**config.mk**
```make
export PLATFORM = sky130hd
export DESIGN_NAME = gbprocessor_sequencer
export DESIGN_NICKNAME = d
export VERILOG_FILES = /design/src/rtl/gbprocessor_sequencer.sv
export SDC_FILE = /design/constraint.sdc
export NUM_CORES = 2
export LEC_CHECK = 0
export CORE_ASPECT_RATIO = 0.75
export CORE_MARGIN = 2
export CORE_UTILIZATION = 41
export CTS_BUF_LIST = sky130_fd_sc_hd__clkbuf_8
export DETAILED_ROUTE_END_ITERATION = 16
export DONT_BUFFER_PORTS = 1
export MAX_ROUTING_LAYER = met4
export PLACE_DENSITY = 0.65
export SYNTH_ARGS = -nofsm -noshare
export SYNTH_HDL_FRONTEND = slang
export SYNTH_SLANG_ARGS = --single-unit
```
**constraint.sdc**
```tcl
create_clock -name clock -period 5.6 [get_ports clock]
set_input_delay 1.68 -clock clock [delete_from_list [all_inputs] [get_ports clock]]
set_output_delay 1.68 -clock clock [all_outputs]
set_load 0.03 [all_outputs]
```
**src/rtl/gbprocessor_sequencer.sv**
```systemverilog
// gbprocessor_sequencer: streams a loaded opcode program into gbprocessor a programmable number of times.
// Optional GBSEQ_PAUSE_EN adds a pause input that stalls the stream without skipping opcodes.
module gbprocessor_sequencer #(
  parameter int DEPTH = 256,
  parameter int AW = 8,
  parameter int IW = 8
) (
  input  logic          clock,
  input  logic          reset,
`ifdef GBSEQ_PAUSE_EN
  input  logic          pause,
`endif
  input  logic          load_en,
  input  logic [AW-1:0] load_addr,
  input  logic [IW-1:0] load_data,
  input  logic          start,
  input  logic [AW:0]   length,
  input  logic [7:0]    repeats,
  output logic [IW-1:0] instruction,
  output logic          valid,
  output logic [AW-1:0] pc,
  output logic          busy,
  output logic          done
);
  typedef enum logic [1:0] {IDLE, RUN, DONE} state_t;
  state_t state, state_next;
  logic [IW-1:0] mem [DEPTH];
  logic [AW-1:0] pc_next;
  logic [AW:0] len, len_next;
  logic [7:0] pass_left, pass_next;
  logic [IW-1:0] rd;
  logic hold, last, wr;
`ifdef GBSEQ_PAUSE_EN
  assign hold = pause;
`else
  assign hold = 1'b0;
`endif
  assign wr = load_en && state == IDLE;
  assign last = {1'b0, pc} == len - (AW+1)'(1);
  // Forward a same-edge write so start plus load to address 0 streams the new opcode.
  assign rd = (wr && load_addr == pc_next) ? load_data : mem[pc_next];
  assign valid = state == RUN && !hold;
  assign busy = state == RUN;
  assign done = state == DONE;
  always_comb begin
    state_next = state;
    pc_next = pc;
    len_next = len;
    pass_next = pass_left;
    case (state)
      IDLE: if (start) begin
        state_next = |length ? RUN : DONE;
        pc_next = '0;
        len_next = length;
        pass_next = repeats;
      end
      RUN: if (!hold) begin
        pc_next = last ? '0 : pc + AW'(1);
        state_next = (last && ~|pass_left) ? DONE : RUN;
        pass_next = (last && |pass_left) ? pass_left - 8'd1 : pass_left;
      end
      default: state_next = IDLE;
    endcase
  end
  always_ff @(posedge clock) begin
    if (wr) mem[load_addr] <= load_data;
  end
  always_ff @(posedge clock or negedge reset) begin
    if (!reset) begin
      state <= IDLE;
      pc <= '0;
      len <= '0;
      pass_left <= '0;
      instruction <= '0;
    end else begin
      state <= state_next;
      pc <= pc_next;
      len <= len_next;
      pass_left <= pass_next;
      if (state_next == RUN) instruction <= rd;
    end
  end
endmodule

```
=== After elaboration in Yosys (flattened, before gate mapping) ===
Memories as Yosys holds them, arrays and structs flattened. A register that Yosys moved wholly into a read port is not among the register bits.
Cells that the tools add are included.

* RAM bits: 2,048
* Memories: 1
* Bits in registers: 27

{| class="wikitable"
|+ Memory list
! memory !! depth !! bits a word !! rd ports !! clocked after memory_dff !! wr ports !! line !! text
|-
| mem || 256 || 8 || 1 || 1 || 1 || 27 || <nowiki>logic [IW-1:0] mem [DEPTH];</nowiki>
|}

* Add/sub/neg operators: 3
* Reductions and logical operators: 11
* Equality and inequality tests: 6
* Muxes and demuxes: 12

{| class="wikitable"
|+ Operators with widths
! cell !! count
|-
| two-way mux 8 bit || 4
|-
| one-hot mux 8 bit (2 select lines) || 2
|-
| == test 8 x 9 -> 1 bit || 1
|-
| OR reduction 9 bit || 1
|-
| subtractor 9 x 1 -> 9 bit, second input constant || 1
|-
| adder 8 x 1 -> 8 bit, second input constant || 1
|-
| OR reduction 8 bit || 1
|-
| subtractor 8 x 1 -> 8 bit, second input constant || 1
|-
| two-way mux 2 bit || 3
|-
| == test 2 x 1 -> 1 bit, second input constant || 2
|-
| one-hot mux 2 bit (2 select lines) || 1
|-
| logical AND 1 bit || 3
|-
| AND reduction 3 bit || 1
|-
| == test 2 bit, second input constant || 1
|-
| logical NOT 1 bit || 2
|-
| logical NOT 2 bit || 1
|-
| two-way mux 1 bit || 2
|-
| inequality test 2 x 1 -> 1 bit, second input constant || 1
|-
| inequality test 2 bit, second input constant || 1
|-
| AND reduction 2 bit || 1
|-
| nonzero test 2 bit || 1
|}

=== Logic depth before layout (Yosys ltp) ===
* Depth after elaboration: 6
* Gate-level depth with buffers: 21
* Depth with buffers taken out: 16

=== Worst setup path before layout ===
OpenSTA, ideal clock, no wires.

* Kind: in2reg
* From: in start
* To: reg instruction[0] (read register of mem)
* Setup time: 0.094 ns
* Cell stages on the path: 16
* Data arrival time: 4.452 ns
* Setup slack: 1.054 ns
* Data required time: 5.506 ns
* Cells stage by stage: nor2_1 or2_2 clkbuf_1 nand2_1 and2_1 buf_4 inv_2 clkbuf_1 clkbuf_1 clkbuf_1 nand2_1 a221oi_1 nor3_1 o221ai_1 nand4_1 a211oi_1

* Longest elaborated chain between the ends: 3
* Elaborated cells on any way between the ends: 5

{| class="wikitable"
|+ RTL lines
! what !! line !! text
|-
| start, declared || 16 || <nowiki>input logic start,</nowiki>
|-
| two-way mux 2 bit || 51 || <nowiki>IDLE: if (start) begin</nowiki>
|-
| one-hot mux 2 bit (2 select lines) || 50 || <nowiki>case (state)</nowiki>
|-
| == test 2 x 1 -> 1 bit || 80 || <nowiki>if (state_next == RUN) instruction <= rd;</nowiki>
|-
| end, declared || 19 || <nowiki>output logic [IW-1:0] instruction,</nowiki>
|}

Several ways; a longest one is shown, not always the timed one.
A chain may end at the register's enable or synchronous reset.

=== Worst setup path after layout ===
* From: reg len[0]
* To: reg instruction[7] (read register of mem)

* Longest elaborated chain between the ends: 6
* Elaborated cells on any way between the ends: 8

{| class="wikitable"
|+ RTL lines
! what !! line !! text
|-
| start, declared || 29 || <nowiki>logic [AW:0] len, len_next;</nowiki>
|-
| start signal, assigned || 78 || <nowiki>len <= len_next;</nowiki>
|-
| subtractor 9 x 1 -> 9 bit * || 39 || <nowiki>assign last = {1'b0, pc} == len - (AW+1)'(1);</nowiki>
|-
| == test 8 x 9 -> 1 bit * || 39 ||
|-
| logical AND 1 bit || 59 || <nowiki>state_next = (last && ~|pass_left) ? DONE : RUN;</nowiki>
|-
| two-way mux 2 bit || 59 ||
|-
| one-hot mux 2 bit (2 select lines) || 50 ||
|-
| == test 2 x 1 -> 1 bit || 80 ||
|}

Mark *: on every way between the ends. The rest lies on a longest branch, timed or not.

==> impl_metrics.toml <==
[die]
rows = 144
core_um2 = 206000
die_x_um = 530
pin_count = 56
dieArea_um2 = 211000
start_util_pct = 41.3
die_y_um = 398

[synth]
ys.flop_type = "edfxtp_1"
synth_seq_cells = 2083
synthesis.nets = 6236
yosysSeqAreaShare_pct = 73.4
async_flop_share_pct = 1.68
synth_area_um2 = 84900
synth-edff-count = 2048
yosysWarnings = 0
synth_cell_type_count = 63
synth_cells = 6196
avgSynthCellArea_um2 = 13.7

[route]
drtIter0Drc = 8861
num_vias = 56500
ant_nets = 0
viasPerCell = 6.08
dr.pass1.iters = 6
drc = 0
post_drt_wl_per_cell_um = 27.4
drt_wl_total_um = 254000

[power_and_ir_drop]
power_mw = 52.8
p_leak_nw = 31.3
irDropWorstVdd_uv = 600
cellPowerDensity_nw_per_um2 = 556

[global_routing]
grt_max_degree = 258
antenna_found_initial = 7
grt_pass1_vias = 52600
grt_pass1_wl_um = 367000
overflow = 0
track_usage_pct = 24.2

[job]
cap_violations = 1

[cells_and_area]
fin_nets = 6339
drive_above_1_share_pct = 11.0
synthToLayoutAreaGrowth_pct = 11.8
stdcell_count = 9296

[setup_path]
max_stage_delay_ps = 660
crit_required_ps = 6420
worst-path-max-fanout = 30
critPathArrivalTime_ps = 6310
critPathKind = "flip-flop to flip-flop"
critPathLaunchType = "flip-flop"
worstSetupEndpointType = "flip-flop"
path_cells = "inv_1, ha_1, or4b_4, o41ai_2, nand4_1, or4_4, o21ai_4, a2bb2oi_2, a21boi_4, nand2_2, buf_4, buf_4, o22ai_1, o221ai_1, nand4_1, nand2_1, o2111a_1"
slowest_stage = "o22ai_1"

[cts]
cts_buffer_depth = 4
clkSlewWorstSetupHoldPaths_ps = 60
clock_latency_ps = 960
cts_root_buf = "clkbuf_8"
cts-hold-fix-buffers = 0
cts_buffers = 314
cts_tree = "built"
htreeDepth = 5
cts.sinks = 2083
post_cts_buffers = 0

[placed_design]
dpl.hpwl_um = 149000
numPortBuffers = 0
dp.cells = 8755
gp_congestion = 0.892

[sta]
tns_ps = 0
setup_violations = 0
final-max-slew-violation-count = 9
maxSlewHeadroom_pct = -2.76
min_period_over_period_pct = 98.1
min_period_ps = 5490
finalHoldViolations = 0
fmax_mhz = 182
finClkSkew_ps = 78.5
tightest_slew_ps = 1540

[status]
status = "finished, violations left"
violations = "capacitance limit, slew limit"

[min_path]
hold_class = "primary input to async pin"
## worst max-delay path: cells and delay by family, from the launching register on
| family | cells | cell delay [ps] |
|---|---|---|
| flip-flops | 1 | 430 |
| adder cells (fa/ha/maj) | 1 | 220 |
| AO/OA/AOI/OAI | 7 | 2170 |
| AND/OR/NAND/NOR | 6 | 1830 |
| buffers and inverters | 3 | 680 |
## cell usage in the layout, fill, tap and decap left out, drive strengths merged, types with 8 or more instances in the layout
| cell | synthesis | routed |
|---|---|---|
| a211oi | 256 | 256 |
| a21o | 11 | 11 |
| a21oi | 286 | 286 |
| a221oi | 184 | 184 |
| a311oi | 99 | 99 |
| a31oi | 231 | 231 |
| a32oi | 55 | 55 |
| and3 | 231 | 231 |
| buf | 119 | 289 |
| clkbuf | 385 | 328 |
| clkinv | 2 | 78 |
| clkinvlp | 0 | 9 |
| dfrtp | 35 | 35 |
| diode | 0 | 10 |
| edfxtp | 2048 | 2048 |
| inv | 16 | 130 |
| mux2i | 154 | 154 |
| nand2 | 1210 | 1210 |
| nand3 | 105 | 105 |
| nand4 | 23 | 23 |
| nor2 | 316 | 316 |
| nor2b | 13 | 13 |
| nor3 | 51 | 51 |
| nor4 | 62 | 62 |
| o2111a | 9 | 9 |
| o21ai | 26 | 26 |
| o221ai | 122 | 122 |
| o22ai | 70 | 70 |
| or3 | 9 | 9 |
| xnor2 | 10 | 10 |
| xor2 | 8 | 8 |
## final timing paths
| path | startpoint | to | slack [ps] | depth (start not counted) |
|---|---|---|---|---|
| max in group asynchronous | reset | pc[3]$_DFF_PN0_ | 5020 | 0 |
| max reg2reg | len[0]$_DFFE_PN0P_ | instruction[7]$_DFFE_PN0N_ | 110 | 17 |
| min in group clock | pass_left[7]$_DFFE_PN0P_ | pass_left[7]$_DFFE_PN0P_ | 540 | 2 |
| max | len[0]$_DFFE_PN0P_ | instruction[7]$_DFFE_PN0N_ | 110 | 17 |
| min reg2reg | pass_left[7]$_DFFE_PN0P_ | pass_left[7]$_DFFE_PN0P_ | 540 | 2 |
| min | reset | instruction[1]$_DFFE_PN0N_ | 430 | 0 |
## layout make-up
cell class              instances  area, um2
clock buffers                 326       4490
flip-flops and latches       2083      62400
repair buffers                291       2810
fillers                     17900     111000
diodes                         10       25.0
inverters                      18       82.6
well taps                    2774       3470
multi-input cells            3591      20700
clock inverters               203        977
## synthesized netlist by cell type, types with 2 or more instances
cell type,number,area [um2]
o211ai_1,3,22.5
nor3_1,50,250
a211oi_1,256,1920
o22ai_1,70,438
ha_1,3,37.5
mux2i_1,154,1540
buf_4,17,128
dfrtp_1,35,876
or3_1,9,56.3
clkbuf_1,385,1450
a21oi_1,285,1430
inv_2,3,11.3
o21ai_0,23,115
nand2b_1,2,12.5
o21a_1,2,15.0
xnor2_1,10,87.6
a2111oi_0,2,17.5
nand4_1,23,144
a221oi_1,183,1600
nor4_1,62,388
o2111a_1,9,101
o221ai_1,122,1070
o21ai_4,2,32.5
a32o_1,6,60.1
a22oi_1,4,30.0
and3_1,231,1450
a32oi_1,55,482
nor2b_1,13,81.3
buf_1,8,30.0
a31oi_1,230,1440
edfxtp_1,2048,61500
and2_1,6,37.5
nor2_1,316,1190
inv_1,13,48.8
mux2_2,5,56.3
xor2_1,8,70.1
o2bb2ai_1,3,26.3
nand3_1,105,526
a21o_1,11,82.6
clkinv_1,2,7.51
buf_2,93,465
nand2_1,1210,4540
a311oi_1,99,867
## metal layers
metal | part of all wire (%) | global-route usage, % | routed length [um] | vias up
li1 | - | - | - | 24300
met4 | 2.7 | 7.05 | 6800 | 0
met2 | 41 | 32.2 | 106000 | 3275
met5 | 0 | - | 0 | -
met3 | 13 | 6.53 | 32900 | 398
met1 | 43 | 35.9 | 109000 | 28500
## power breakdown
group | switching, mW | internal (mW)
clock | 5.89 | 5.56
combinational | 16.1 | 7.72
sequential | 0.305 | 17.3
## sequential cells by signal, summed over array words and instances, names as in the netlist
name         cells
pass_left        8
mem           2048
instruction      8
state            2
len              9
pc               8
## through the flow
| step | worst slack (ps) | cell area, um2 | utilization, % | hold slack (ps) |
|---|---|---|---|---|
| after floorplan | 1050 | 84900 | - | 472 |
| after global placement | -84.4 | 89200 | 43.4 | 494 |
| after detailed placement | -40.7 | 89200 | 43.4 | 525 |
| after CTS | 57.2 | 94700 | 46.1 | 366 |
| after global routing | -32.2 | 94900 | 46.2 | 383 |
| final | 109 | 94900 | 46.2 | 425 |
## cell families (layout without fill, tap and decap cells)
logic type,after synthesis,count (layout),share of synthesized area [%]
buf+inv,522,838,2.53
other cells,0,10,0
mux,159,159,1.88
fa+ha+maj,3,3,0.0442
xor+xnor,18,18,0.186
flops,2083,2083,73.4
compound gates,1376,1376,11.6
simple gates,2035,2035,10.3
## timing repair
action	4_1_cts	5_1_grt
pin swaps	0	1
resized for setup	2	26
setup endpoints to repair	2	8
cloned	0	2
(Power assumes the default switching activity.)
